==> src/rtl/buffer_pkg.sv <==
// Shared constants and helpers for the parametrised addressed buffer.
package buffer_pkg;

  localparam int BUF_DATA_W = 64;
  localparam int BUF_DEPTH  = 8;

  // Ceiling log2, usable in parameter defaults.
  function automatic int buf_addr_w(input int depth);
    int w;
    w = 0;
    while ((1 << w) < depth) w++;
    return w;
  endfunction

endpackage

==> src/rtl/buffer_valid_tracker.sv <==
// Per-entry valid bits plus incrementally maintained occupancy, full and empty.
module buffer_valid_tracker
  import buffer_pkg::*;
#(
  parameter int DEPTH  = BUF_DEPTH,
  parameter int ADDR_W = buf_addr_w(DEPTH)
) (
  input  logic              clk,
  input  logic              rst,
  input  logic              wr_en,
  input  logic [ADDR_W-1:0] wr_addr,
  input  logic              clr_en,
  input  logic [ADDR_W-1:0] clr_addr,
  output logic [DEPTH-1:0]  valid,
  output logic [ADDR_W:0]   occupancy,
  output logic              full,
  output logic              empty
);

  localparam int                CNT_W    = ADDR_W + 1;
  localparam logic [CNT_W-1:0]  FULL_CNT = CNT_W'(DEPTH);

  logic [DEPTH-1:0] valid_q, valid_d;
  logic [CNT_W-1:0] occ_q, occ_d;
  logic             full_q, empty_q;
  logic             clr_eff, inc;

  // Next valid vector and occupancy; a write to the cleared address wins.
  always_comb begin
    clr_eff = clr_en & valid_q[clr_addr] & ~(wr_en & (wr_addr == clr_addr));
    inc     = wr_en & ~valid_q[wr_addr];
    valid_d = valid_q;
    if (clr_eff) valid_d[clr_addr] = 1'b0;
    if (wr_en)   valid_d[wr_addr]  = 1'b1;
    occ_d   = occ_q + CNT_W'(inc) - CNT_W'(clr_eff);
  end

  // State registers; flags are derived from next occupancy so they agree with it.
  always_ff @(posedge clk) begin
    if (rst) begin
      valid_q <= '0;
      occ_q   <= '0;
      full_q  <= 1'b0;
      empty_q <= 1'b1;
    end else begin
      valid_q <= valid_d;
      occ_q   <= occ_d;
      full_q  <= (occ_d == FULL_CNT);
      empty_q <= (occ_d == '0);
    end
  end

  assign valid     = valid_q;
  assign occupancy = occ_q;
  assign full      = full_q;
  assign empty     = empty_q;

endmodule

==> src/rtl/buffer_top_param.sv <==
// Parametrised dual-port addressed buffer: byte-enabled writes, registered
// reads with hit flag, clear-on-read, occupancy and a sticky invalid-read error.
// Build option: BUF_WR_BYPASS_EN forwards same-cycle write data to a read of
// the same address (merged bytes, hit forced to 1).
module buffer_top_param
  import buffer_pkg::*;
#(
  parameter int DATA_W = BUF_DATA_W,
  parameter int DEPTH  = BUF_DEPTH,
  parameter int ADDR_W = buf_addr_w(DEPTH),
  parameter int BE_W   = DATA_W / 8
) (
  input  logic              clk,
  input  logic              rst,
  input  logic [ADDR_W-1:0] addr_in_wr,
  input  logic [DATA_W-1:0] in_data,
  input  logic [BE_W-1:0]   in_be,
  input  logic              wr_en_0,
  input  logic [ADDR_W-1:0] addr_in_rd,
  input  logic              op_en_1,
  input  logic              clr_on_rd,
  output logic [DATA_W-1:0] out_data,
  output logic              out_valid,
  output logic              out_hit,
  output logic [ADDR_W:0]   occupancy,
  output logic              full,
  output logic              empty,
  output logic              err_rd_inv
);

  // Replace the bytes of old_w selected by be with the matching bytes of new_w.
  function automatic logic [DATA_W-1:0] byte_merge(input logic [DATA_W-1:0] old_w,
                                                   input logic [DATA_W-1:0] new_w,
                                                   input logic [BE_W-1:0]   be);
    logic [DATA_W-1:0] r;
    r = old_w;
    for (int b = 0; b < BE_W; b++) begin
      if (be[b]) r[8*b +: 8] = new_w[8*b +: 8];
    end
    return r;
  endfunction

  logic [DATA_W-1:0] mem_q [DEPTH];
  logic [DEPTH-1:0]  valid;
  logic [DATA_W-1:0] wr_word_d;
  logic [DATA_W-1:0] rd_word_d;
  logic              rd_hit_d;
  logic [DATA_W-1:0] out_data_q;
  logic              out_valid_q, out_hit_q, err_q;

  buffer_valid_tracker #(
    .DEPTH  (DEPTH),
    .ADDR_W (ADDR_W)
  ) u_valid (
    .clk       (clk),
    .rst       (rst),
    .wr_en     (wr_en_0),
    .wr_addr   (addr_in_wr),
    .clr_en    (op_en_1 & clr_on_rd),
    .clr_addr  (addr_in_rd),
    .valid     (valid),
    .occupancy (occupancy),
    .full      (full),
    .empty     (empty)
  );

  // Write word and read word selection; read sees pre-write contents unless bypassed.
  always_comb begin
    wr_word_d = byte_merge(mem_q[addr_in_wr], in_data, in_be);
`ifdef BUF_WR_BYPASS_EN
    if (wr_en_0 && (addr_in_wr == addr_in_rd)) begin
      rd_word_d = wr_word_d;
      rd_hit_d  = 1'b1;
    end else begin
      rd_word_d = mem_q[addr_in_rd];
      rd_hit_d  = valid[addr_in_rd];
    end
`else
    rd_word_d = mem_q[addr_in_rd];
    rd_hit_d  = valid[addr_in_rd];
`endif
  end

  // Data array: cleared on reset, byte-enabled write otherwise.
  always_ff @(posedge clk) begin
    if (rst) begin
      for (int i = 0; i < DEPTH; i++) mem_q[i] <= '0;
    end else if (wr_en_0) begin
      mem_q[addr_in_wr] <= wr_word_d;
    end
  end

  // Read register, hit flag and sticky invalid-read error.
  always_ff @(posedge clk) begin
    if (rst) begin
      out_data_q  <= '0;
      out_valid_q <= 1'b0;
      out_hit_q   <= 1'b0;
      err_q       <= 1'b0;
    end else begin
      out_valid_q <= op_en_1;
      if (op_en_1) begin
        out_data_q <= rd_word_d;
        out_hit_q  <= rd_hit_d;
        if (!rd_hit_d) err_q <= 1'b1;
      end
    end
  end

  assign out_data   = out_data_q;
  assign out_valid  = out_valid_q;
  assign out_hit    = out_hit_q;
  assign err_rd_inv = err_q;

endmodule

==> config.mk <==
export PLATFORM = sky130hd
export DESIGN_NAME = buffer_top_param
export DESIGN_NICKNAME = d
export VERILOG_FILES = /design/src/rtl/buffer_pkg.sv /design/src/rtl/buffer_valid_tracker.sv /design/src/rtl/buffer_top_param.sv
export SDC_FILE = /design/constraint.sdc
export NUM_CORES = 1
export LEC_CHECK = 0
export BUFFER_PORTS_ARGS = -buffer_cell sky130_fd_sc_hd__buf_2
export CAP_MARGIN = 10
export CORE_MARGIN = 1
export CORE_UTILIZATION = 60
export DETAILED_ROUTE_END_ITERATION = 12
export PLACE_DENSITY = 0.89
export SKIP_CTS_REPAIR_TIMING = 1
export SLEW_MARGIN = 10
export SYNTH_ARGS = -nofsm -noshare
export SYNTH_HDL_FRONTEND = slang
export SYNTH_SLANG_ARGS = --single-unit
==> constraint.sdc <==
create_clock -name clk -period 5 [get_ports clk]
set_input_delay 0.75 -clock clk [delete_from_list [all_inputs] [get_ports clk]]
set_output_delay 0.75 -clock clk [all_outputs]
set_load 0.02 [all_outputs]
==> impl_metrics.tcl <==
set metrics [dict create \
    run_status "finished clean" \
    cts_sinks 593 \
    overflow 0 \
    antenna_found_initial 7 \
    post-route-period-util 0.6710 \
    cp_slowest_cell "a2111oi_1" \
    tns_ns 0 \
    maxSlewViolCount 0 \
    r2r_start "u_valid.valid[6]$_SDFF_PP0_" \
    intPower_mw 8.493 \
    async_flop_share 0 \
    worstPathMaxFanout 63 \
    rows 77 \
    combPwrFrac 0.097 \
    drt_pass1_iterations 8 \
    seq_power_share 0.517 \
    finalWeightedCongestion 0.8959 \
    period_needed_ns 3.355 \
    numCtsBuffers 56 \
    fin_nets 2247 \
    synth_edf_count 512 \
    syn_area_per_cell_um2 12.68 \
    path_clk_slew_ns 0.06 \
    dieArea_um2 45750 \
    slew_headroom 0.1935 \
    synth_top_area_cell "edfxtp_1" \
    fin_ws_ns 1.645 \
    hp-class "reg -> reg" \
    clk_latency_ns 0.62 \
    power.total_mw 11.22 \
    cts.path.max_buffers 3 \
    crit_type "in -> reg" \
    drtIter0Drc 3387 \
    slowest_delay_ns 0.72 \
    synthCells 2124 \
    setup_viol 0 \
    dp.cells 2693 \
    hpwl_um 45930 \
    finalHoldViolCount 0 \
    root_buffer "clkbuf_16" \
    powerDensity_nw_per_um2 377.4 \
    critPathRequiredTime_ns 5.56 \
    worstMarginPinSlew_ns 1.201 \
    grt_start_max_net_pins 75 \
    seq_area_frac_synth 0.6309 \
    synth_cell_type_count 58 \
    syn_area_um2 26940 \
    via_per_inst 7.049 \
    vias 19770 \
    ios 156 \
    syn_nets 2212 \
    htreeDepth 2 \
    port-buffer-count 155 \
    layout-drive-gt1-share 0.1785 \
    drv_cap 0 \
    worst_ep_arrival_time_ns 3.92 \
    drc 0 \
    worstSetupStartpoint "addr_in_rd[2]" \
    dieHeight_um 213.9 \
    grt_pass1_wl_um 115200 \
    routedWlPerCell_um 27.90 \
    switching_share 0.2429 \
    max_freq_mhz 298.1 \
    grt_pass1_vias 19120 \
    yosys_warnings 0 \
    crit_chain "buf_6 -> inv_1 -> a2111oi_1 -> nor4b_4 -> ha_1 -> inv_1 -> ha_1 -> fa_1 -> xor2_1 -> nor3_1 -> nor2_1 -> nor2_1" \
    peakVddDrop_mv 0.2613 \
    synthFlopType "edfxtp_1" \
    synth_top_area_frac 0.5707 \
    die_w_um 213.9 \
    cts_tree "yes" \
    rsz0062_at_grt "false" \
    start_util 0.6092 \
    wirelength_um 78230 \
    ant_nets 0 \
    skew_ns 0.01663 \
    layout.cells.most_common "and3_1" \
    synth.area.top_cells "edfxtp_1 57%, and3_1 12%, dfxtp_1 6.0%, mux2_2 3.2%, mux2i_1 3.0%" \
    p_leak_nw 12.69 \
    core-area_um2 44220 \
    area_delta_synth_final_pct 10.33 \
    grt_usage 0.3335 \
    dp_slack_ns 1.052 \
    crit_path_start_kind "input port" \
    power_frac_clock 0.386 \
    ys_ff_latch 593 \
    most-common-layout-cells "513 x and3_1, 512 x edfxtp_1, 162 x nand2_1" \
    fin_cells 2804 \
    min_from "out_data[59]$_SDFFE_PP0P_" \
    cp-end-kind "flop" \
    switchingPower_mw 2.725 \
]
==> synthesized netlist by cell type (8+ instances only) <==
| library cell | instances |
|---|---|
| and3_1 | 513 |
| edfxtp_1 | 512 |
| nand2_1 | 162 |
| clkbuf_1 | 137 |
| dfxtp_1 | 81 |
| mux2i_1 | 81 |
| nor2_1 | 79 |
| mux2_2 | 77 |
| a221oi_1 | 41 |
| buf_2 | 41 |
| a21oi_1 | 36 |
| o21ai_0 | 32 |
| a311oi_1 | 31 |
| a22oi_1 | 29 |
| a221o_1 | 28 |
| a211oi_1 | 27 |
| buf_1 | 20 |
| buf_4 | 17 |
| a22o_1 | 14 |
| a21o_1 | 13 |
| o221ai_1 | 12 |
| buf_6 | 11 |
| nor2b_1 | 11 |
| o2bb2ai_1 | 11 |
| and2_1 | 10 |
| o211a_1 | 10 |
| inv_1 | 8 |
==> critical path: cells and delay by family <==
| kind | cells | cell delay, ns |
|---|---|---|
| xor gates and xnor gates | 1 | 0.18 |
| buffers and inverters | 3 | 0.70 |
| AOI/OAI and AO/OA | 1 | 0.72 |
| adders and majority gates | 3 | 0.95 |
| and+or+nand+nor | 4 | 0.55 |
==> kinds of logic (layout without fill, tap and decap cells) <==
kind of cell             count (synthesis)  after routing  synth area share
AND/OR/NAND/NOR                        811            811            0.1678
AO/OA/AOI/OAI                          311            311           0.08968
multiplexers                           164            164           0.06730
adder cells (fa/ha/maj)                  5              5          0.002601
flip-flops                             593            593            0.6309
buffers and inverters                  235            318           0.04008
other                                    0              5                 0
XOR/XNOR                                 5              5          0.001626
==> power groups by stage <==
| stage | clock network [mW] | registers, mW | logic (mW) |
|---|---|---|---|
| 2_1_floorplan | 0 | 5.92 | 0.601 |
| 5_1_grt | 4.50 | 5.82 | 1.14 |
| 3_5_place_dp | 0 | 5.90 | 1.05 |
| 4_1_cts | 4.31 | 5.79 | 1.06 |
| 3_3_place_gp | 0 | 5.87 | 1.02 |
| 6_report | 4.33 | 5.80 | 1.09 |
==> flip-flops by register name, summed over array words and instances (netlist names) <==
name / count
err_rd_inv: 1
mem_q: 512
out_data: 64
out_hit: 1
out_valid: 1
u_valid.empty: 1
u_valid.full: 1
u_valid.occupancy: 4
u_valid.valid: 8
==> path summary, 6_finish.rpt <==
| path | slack (ns) | endpoint | cells past startpoint |
|---|---|---|---|
| min reg2reg | 0.48 | out_data[59]$_SDFFE_PP0P_ | 2 |
| max | 1.65 | u_valid.empty$_SDFF_PP1_ | 12 |
| max reg2reg | 2.06 | u_valid.empty$_SDFF_PP1_ | 11 |
| min | 0.48 | out_data[59]$_SDFFE_PP0P_ | 2 |
==> routing by layer <==
metal / part of all wire / up-vias / track usage
li1: - / 8214 / -
met1: 0.34 / 9418 / 0.4208
met2: 0.46 / 1748 / 0.5195
met3: 0.15 / 382 / 0.09282
met4: 0.055 / 4 / 0.1909
met5: 0.00033 / - / 0
==> area by class of cell <==
| type | instances | area [µm²] |
|---|---|---|
| Sequential cell | 593 | 17000 |
| Clock inverter | 23 | 220.2 |
| Fill cell | 2913 | 14500 |
| Clock buffer | 83 | 1644 |
| Tap cell | 592 | 740.7 |
| Antenna cell | 5 | 12.51 |
| Inverter | 9 | 33.78 |
| Timing Repair Buffer | 203 | 1175 |
| Multi-Input combinational cell | 1296 | 8901 |
==> per-stage QoR <==
stage | hold WS [ns] | util | cell area, µm²
6_report | 0.4814 | 0.6722 | 29720
5_1_grt | 0.5042 | 0.6720 | 29720
4_1_cts | 0.4838 | 0.6719 | 29710
3_5_place_dp | 0.4704 | 0.6297 | 27850
3_3_place_gp | 0.4584 | 0.6297 | 27850
2_1_floorplan | 0.4914 | - | 26940
Note: power is estimated with default switching activity, not from simulation.
